**src/rtl/wb_arbiter.sv**
```systemverilog
// -----------------------------------------------------------------------------
// wb_arbiter -- in-order writeback arbiter for a register file.
//
// Each instruction that writes rd is issued with a one-hot result-source
// select and a destination index.  The entry travels through PIPE_DEPTH
// stages; when it reaches the head stage it waits for its selected source
// to present a valid result, then the result is written to the register
// file one cycle later.  While the head waits, the whole pipe freezes and
// upstream is told to hold issue via o_stall.
//
// Optional feature macro: WB_ARBITER_BYPASS_EN
//   When defined, o_byp_valid / o_byp_waddr / o_byp_wdata expose the write
//   that o_rd_* will present after the next rising edge (operand forwarding).
//
// Ports:
//   clk            sole clock, rising edge
//   rstn           asynchronous active-low reset
//   i_issue_valid  instruction with an rd write issued this cycle
//   i_issue_sel    one-hot result-source select (NUM_SRC bits)
//   i_issue_waddr  destination register index
//   o_stall        head is waiting on its source; upstream must hold issue
//   i_src_valid    per-source result valid (NUM_SRC bits)
//   i_src_data     flattened source results, source k at [k*XLEN +: XLEN]
//   o_sel_err      one-cycle pulse when a multi-hot select retires at head
//   o_rd_wvalid    register file write strobe
//   o_rd_waddr     register file write index
//   o_rd_wdata     register file write data
//   o_byp_*        (WB_ARBITER_BYPASS_EN only) next-edge write preview
// -----------------------------------------------------------------------------
module wb_arbiter #(
  parameter int XLEN       = 32,
  parameter int NUM_SRC    = 4,
  parameter int PIPE_DEPTH = 2
) (
  input  logic                    clk,
  input  logic                    rstn,
  input  logic                    i_issue_valid,
  input  logic [NUM_SRC-1:0]      i_issue_sel,
  input  logic [4:0]              i_issue_waddr,
  output logic                    o_stall,
  input  logic [NUM_SRC-1:0]      i_src_valid,
  input  logic [NUM_SRC*XLEN-1:0] i_src_data,
  output logic                    o_sel_err,
  output logic                    o_rd_wvalid,
  output logic [4:0]              o_rd_waddr,
  output logic [XLEN-1:0]         o_rd_wdata
`ifdef WB_ARBITER_BYPASS_EN
  ,
  output logic                    o_byp_valid,
  output logic [4:0]              o_byp_waddr,
  output logic [XLEN-1:0]         o_byp_wdata
`endif
);

  localparam int HEAD = PIPE_DEPTH - 1;

  // Per-stage entry state; index HEAD is the oldest entry.
  logic               valid_reg [PIPE_DEPTH];
  logic [NUM_SRC-1:0] sel_reg   [PIPE_DEPTH];
  logic [4:0]         waddr_reg [PIPE_DEPTH];

  logic               head_valid;
  logic [NUM_SRC-1:0] head_sel;
  logic [4:0]         head_waddr;
  logic               sel_any;
  logic               sel_onehot;
  logic               sel_multi;
  logic               src_ready;
  logic [XLEN-1:0]    sel_data;
  logic [XLEN-1:0]    masked_data [NUM_SRC];

  logic               wr_next;
  logic               err_next;
  logic [4:0]         rd_waddr_next;
  logic [XLEN-1:0]    rd_wdata_next;

  assign head_valid = valid_reg[HEAD];
  assign head_sel   = sel_reg[HEAD];
  assign head_waddr = waddr_reg[HEAD];

  // x & (x-1) clears the lowest set bit, so a non-zero x is one-hot exactly
  // when the result is zero.
  assign sel_any    = |head_sel;
  assign sel_onehot = sel_any && ((head_sel & (head_sel - NUM_SRC'(1))) == '0);
  assign sel_multi  = sel_any && !sel_onehot;

  // Only the selected source's valid matters; with a one-hot select this
  // masked OR is exactly that source's valid bit.
  assign src_ready  = |(head_sel & i_src_valid);

  // Mask every source with its select bit, then OR them together.  With a
  // one-hot select this yields the selected source's data and nothing else.
  genvar gi;
  generate
    for (gi = 0; gi < NUM_SRC; gi++) begin : g_mask
      assign masked_data[gi] = head_sel[gi] ? i_src_data[gi*XLEN +: XLEN] : '0;
    end
  endgenerate

  always_comb begin
    sel_data = '0;
    for (int k = 0; k < NUM_SRC; k++) begin
      sel_data = sel_data | masked_data[k];
    end
  end

  // Stall only for a well-formed entry whose source is not ready yet.
  // Empty and multi-hot selects retire without waiting.
  assign o_stall = head_valid && sel_onehot && !src_ready;

  // Writes to x0 are dropped, but the entry still retires on the same edge.
  assign wr_next  = head_valid && sel_onehot && src_ready && (head_waddr != 5'd0);
  assign err_next = head_valid && sel_multi;

  // Index/data hold their last written values when no write occurs.
  assign rd_waddr_next = wr_next ? head_waddr : o_rd_waddr;
  assign rd_wdata_next = wr_next ? sel_data   : o_rd_wdata;

  // Stage shift register: advance every stage when not stalled, otherwise
  // freeze everything (including ignoring the issue port).
  always_ff @(posedge clk or negedge rstn) begin
    if (!rstn) begin
      for (int s = 0; s < PIPE_DEPTH; s++) begin
        valid_reg[s] <= 1'b0;
        sel_reg[s]   <= '0;
        waddr_reg[s] <= '0;
      end
    end else if (!o_stall) begin
      valid_reg[0] <= i_issue_valid;
      sel_reg[0]   <= i_issue_sel;
      waddr_reg[0] <= i_issue_waddr;
      for (int s = 1; s < PIPE_DEPTH; s++) begin
        valid_reg[s] <= valid_reg[s-1];
        sel_reg[s]   <= sel_reg[s-1];
        waddr_reg[s] <= waddr_reg[s-1];
      end
    end
  end

  // Registered writeback port and error pulse.
  always_ff @(posedge clk or negedge rstn) begin
    if (!rstn) begin
      o_rd_wvalid <= 1'b0;
      o_rd_waddr  <= '0;
      o_rd_wdata  <= '0;
      o_sel_err   <= 1'b0;
    end else begin
      o_rd_wvalid <= wr_next;
      o_rd_waddr  <= rd_waddr_next;
      o_rd_wdata  <= rd_wdata_next;
      o_sel_err   <= err_next;
    end
  end

`ifdef WB_ARBITER_BYPASS_EN
  // Forwarding preview: exactly what o_rd_* will show after the next edge.
  assign o_byp_valid = wr_next;
  assign o_byp_waddr = rd_waddr_next;
  assign o_byp_wdata = rd_wdata_next;
`endif

endmodule
```
**config.mk**
```make
export PLATFORM = sky130hd
export DESIGN_NAME = wb_arbiter
export DESIGN_NICKNAME = d
export VERILOG_FILES = /design/src/rtl/wb_arbiter.sv
export SDC_FILE = /design/constraint.sdc
export NUM_CORES = 1
export LEC_CHECK = 0
export CAP_MARGIN = 15
export CELL_PAD_IN_SITES_DETAIL_PLACEMENT = 0
export CELL_PAD_IN_SITES_GLOBAL_PLACEMENT = 2
export CORE_MARGIN = 3
export CORE_UTILIZATION = 37
export DETAILED_ROUTE_END_ITERATION = 10
export DONT_BUFFER_PORTS = 1
export PLACE_DENSITY = 0.85
export SLEW_MARGIN = 20
export SYNTH_ARGS = -nofsm -noshare
export SYNTH_HDL_FRONTEND = slang
export SYNTH_SLANG_ARGS = --single-unit
```
**constraint.sdc**
```tcl
create_clock -name clk -period 2.6 [get_ports clk]
set_clock_uncertainty 0.15 [all_clocks]
set_input_delay 0.52 -clock clk [delete_from_list [all_inputs] [get_ports clk]]
set_output_delay 0.52 -clock clk [all_outputs]
set_load 0.05 [all_outputs]
```
Word level (Yosys, flattened, before mapping)
Index checks and enable logic that the tools add are counted.
Widths: inputs -> output; s select.
- reductions and logical operators: 13
- add/sub/neg operators: 1
- multiplexer cells: 4
- bitwise gates (word level): 5
- operator list (operator ; number):
    $mux 32 ; 4
    $or 32x32->32 ; 3
    $and 4x4->4 ; 2
    $reduce_or 4->1 ; 2
    $logic_and 1x1->1 ; 7
    $reduce_bool 5->1 ; 1
    $logic_not 4->1 ; 1
    $sub 4x1->4 const B ; 1
    $logic_not 1->1 ; 2
- output and inout bits: 40
- flip-flop bits (word level): 59

Depth between registers and ports, before layout
Gate-level depths: netlist (run 1).
- depth in word-level cells: 7
- gate-level depth with buffers: 7
- mapped depth without buffers: 4

Worst setup path after synthesis (run 1)
OpenSTA, ideal clock, no wires.
- kind: reg-to-output
- start point: register sel_reg, in the netlist head_sel[3]
- end point: output o_stall
- setup slack: 0.553 ns
- cell stages (with the launch flop): 6
- required time: 1.930 ns
- data arrival time: 1.377 ns
- path through: dfrtp_1 > buf_6 > nor4b_2 > a211oi_2 > nor3b_2 > buf_4
- longest elaborated chain between the ends: 6
- elaborated cells on any way between the ends: 10
- those cells by class: add/sub (1); bitwise (2); reduce/logical (7)
- RTL lines (element ; line ; text):
    start: declaration ; 59 ; logic [NUM_SRC-1:0] sel_reg [PIPE_DEPTH];
    start signal: indexed assignment ; 134 ; sel_reg[s] <= sel_reg[s-1];
    $sub 4x1->4 ; 84 ; assign sel_onehot = sel_any && ((head_sel & (head_sel - NUM_SRC'(1))) == '0);
    $and 4x4->4 ; 84 ;
    $logic_not 4->1 ; 84 ;
    $logic_and 1x1->1 ; 84 ;
    $logic_and 1x1->1 ; 109 ; assign o_stall = head_valid && sel_onehot && !src_ready;
    $logic_and 1x1->1 (*) ; 109 ;
    end: declaration ; 40 ; output logic o_stall,
Mark *: on every way between the ends. The rest lies on a longest branch, timed or not.

Worst setup path in the final report (run 1)
- start point: register sel_reg, in the netlist head_sel[0]
- end point: output o_stall
The elaborated chain is that of the path after synthesis.

==> impl_metrics.toml, run 1 <==
[status]
status = "finished, final reports clean"

[pwr]
p_clk_share_pct = 21.8
p_comb_share_pct = 17.1
power.net_switching_uw = 1958
p_sw_share_pct = 46.95
p_int_uw = 2212
p_leak_uw = 0.001395
share_seq_of_total_power_pct = 61.1
power_density_nw_per_um2 = 1223
irDropWorstVdd_v = 0.0005981
finalPower_uw = 4170

[synthesis]
synth_cell_types = 21
synthMuxAreaShare_pct = 22.94
synth_edf_count = 0
yosys_register_bits = 59
netlist.area_leader.share_pct = 48.24
ys_warn_count = 0
synth_top_area_cell = "dfrtp_1"
netlist_top_cells_count = "a22oi_1 (66), dfrtp_1 (59), mux2_2 (37), nand2_1 (34), mux2_4 (19)"
synth-seq-area-share_pct = 48.24
ys_async_sr_fraction_pct = 100.0
synthesis.area_um2 = 3060
synthSimpleGateAreaFrac_pct = 6.541
avgSynthCellArea_um2 = 12.19
synth-xor-area-share_pct = 0.2862
synthCells = 251
synthMostInstantiatedCell = "a22oi_1"
synth_compound_area_share_pct = 16.84
synth_fp_nets = 395
yosys-top-cells-area = "dfrtp_1 (48%), a22oi_1 (16%), mux2_2 (14%), mux2_4 (9.3%), nand2_1 (4.2%)"
synth_top_family_by_area = "multiplexers"
synth-adder-area-share_pct = 0.3271
ys.flop_type = "dfrtp_1"

[worst_hold_path]
min_path_type = "in2reg"

[grt]
grt-busiest-layer = "met2"
use_met3_pct = 4.975
grt_max_degree = 60
use_met2_pct = 28.03
grt_antenna_before_repair = 0
grt_pass1_vias = 2283
track_usage_pct = 15.97
grt_pass1_wl_mm = 11.96
use_met1_pct = 18.28
overflow = 0

[timing]
setup_tns_ns = 0
worst_pin_slew_ns = 0.5176
clock.fmax_ghz = 0.4086
finalCritPeriodShare_pct = 94.12
relSlewSlack_pct = 65.49
fin_crit_ns = 2.447
fin_ws_ns = 0.1529
rsz0062_at_grt = "false"
hold_viol_final = 0
finalMaxSlewViolations = 0
setup_viol_count_final = 0

[critical_path]
path_max_fanout = 21
ff2ff_setup_slack_ns = 0.41
arrival_ns = 1.78
critical_path.cell_chain = "buf_4 -> nor4b_2 -> a211oi_2 -> nor3b_4 -> buf_12"
worstPathRequired_ns = 1.93
critPathKind = "reg2out"
critPathSlowestCell = "dfrtp_1"
cpPeakStageDelay_ns = 0.41
cp-end-kind = "output pin"
worst_setup_path_start_kind = "flip-flop"

[clock_tree]
cts_resized = 0
cts.sinks = 59
insertion_delay_ns = 0.33
cts_tree = "yes"
cts_buffer_depth = 2
clk_pin_slew_worst_paths_ns = 0.07
numCtsBuffers = 9
h-tree-depth = 3
cts-root-buf = "clkbuf_8"

[detailed_routing]
wl_mm = 7.522
first_pass_iters = 5
drt_iter0_drc = 71
ant_nets = 0
drcViolationCount = 0
vias = 2111
wl_per_cell_um = 20.89
vias_per_cell = 5.864

[placed_design]
gp_congestion = 0.7965
dp.cells = 342
place_ws_ns = 0.4021
place.port_buffers = 0
hpwl_mm = 5.596

[layout]
layout-drive-gt1-share_pct = 34.11
fillCellCount = 742
fin_cells = 360
diodes = 0
largest_reg_flops = 32
area_delta_synth_final_pct = 11.45
regMostFlops = "o_rd_wdata"
finish.net_count = 397

[floorplan]
core-area_um2 = 7888
io_pins = 184
dieArea_um2 = 9398
rows = 32
die_height_um = 96.95
die_w_um = 96.95
start_util_pct = 38.80

[job]
drv.max_cap_violation_count = 0
## power groups by stage
stage	Clock (µW)	Sequential [µW]	Combinational (µW)
after floorplan	0	2470	617
after global placement	0	2580	670
after detailed placement	0	2580	695
after CTS	940	2560	723
after global routing	982	2590	784
final	910	2550	713
## cell usage in the layout, fill, tap and decap left out
| master | Yosys | final |
|---|---|---|
| clkinv_2 | 0 | 1 |
| a22oi_1 | 66 | 66 |
| buf_16 | 0 | 1 |
| dfrtp_1 | 59 | 59 |
| clkinv_4 | 0 | 2 |
| o31ai_1 | 1 | 1 |
| nor4b_2 | 1 | 1 |
| nor4b_1 | 1 | 1 |
| nor3b_4 | 0 | 1 |
| mux2_4 | 19 | 19 |
| a211oi_2 | 1 | 1 |
| buf_12 | 1 | 2 |
| buf_4 | 6 | 9 |
| xor2_1 | 1 | 1 |
| and4b_2 | 0 | 1 |
| clkinvlp_4 | 0 | 1 |
| maj3_1 | 1 | 1 |
| nand2_1 | 34 | 34 |
| or2_2 | 1 | 1 |
| bufinv_16 | 0 | 2 |
| clkbuf_8 | 0 | 9 |
| clkbuf_1 | 12 | 1 |
| nor2_1 | 4 | 4 |
| nor3_1 | 1 | 1 |
| mux2_2 | 37 | 37 |
| dlygate4sd3_1 | 0 | 1 |
## area by class of cell
| cell class | instances | area (µm²) | area share (%) |
|---|---|---|---|
| Clock inverter | 6 | 90.09 | 2.641 |
| Tap cell | 102 | 127.6 | 3.742 |
| Sequential cell | 59 | 1476 | 43.29 |
| Multi-Input combinational cell | 170 | 1444 | 42.33 |
| Timing Repair Buffer | 13 | 145.1 | 4.255 |
| Clock buffer | 10 | 127.6 | 3.742 |
## worst paths after layout
path                                  start              to  cells past startpoint
setup / recovery                head_sel[0]         o_stall                      5
hold / removal             i_issue_waddr[1]    waddr_reg[6]                      1
setup reg to reg                head_sel[0]  o_rd_wdata[12]                      6
hold reg to reg                valid_reg[1]      head_valid                      1
max in group asynchronous              rstn  o_rd_wdata[31]                      2
min in group asynchronous              rstn  o_rd_wdata[18]                      2
## through the flow
| stage | hold slack, ns | cell area, µm² | util [%] |
|---|---|---|---|
| 6_report | 0.1844 | 3411 | 43.24 |
| 3_3_place_gp | 0.07629 | 3156 | 40.01 |
| 4_1_cts | 0.1600 | 3411 | 43.24 |
| 5_1_grt | 0.1514 | 3411 | 43.24 |
| 2_1_floorplan | 0.07441 | 3060 | - |
| 3_5_place_dp | 0.07579 | 3156 | 40.01 |
## repair_timing
item                      in CTS  in global routing
hold endpoints to repair      59                  0
setup buffers                  0                  0
hold buffers                   2                  0
## worst max-delay path, delay by kind of cell (launching register included)
family	cells	cell delay [ns]
compound gates	1	0.09
buf+inv	2	0.44
flops	1	0.41
simple gates	2	0.50
## logic make-up after synthesis
kind of cell | Yosys count
AOI/OAI and AO/OA | 68
buffers and inverters | 22
adders and majority gates | 1
and+or+nand+nor | 44
xor gates and xnor gates | 1
DFF | 59
muxes | 56
## metal layers
metal  share of wire, %  up-vias
li1                   -      948
met4                1.2        0
met1                 40     1040
met3                7.0        6
met5                  0        -
met2                 52      117
No activity file was read; power rests on OpenSTA's default activity.
==> run 2, diff against run 1 <==
--- a/config.mk
+++ b/config.mk
@@ -5,6 +5,7 @@
 export SDC_FILE = /design/constraint.sdc
 export NUM_CORES = 1
 export LEC_CHECK = 0
+export ABC_CLOCK_PERIOD_IN_PS = 2600
 export CAP_MARGIN = 15
 export CELL_PAD_IN_SITES_DETAIL_PLACEMENT = 0
 export CELL_PAD_IN_SITES_GLOBAL_PLACEMENT = 2
==> results of run 2 <==
Final layout, timing and power as in run 1 (identical DEF).
==> run 3, diff against run 2 <==
--- a/config.mk
+++ b/config.mk
@@ -18,3 +18,4 @@
 export SYNTH_ARGS = -nofsm -noshare
 export SYNTH_HDL_FRONTEND = slang
 export SYNTH_SLANG_ARGS = --single-unit
+export TNS_END_PERCENT = 30
==> results of run 3 <==
Final layout, timing and power as in run 1 (identical DEF).
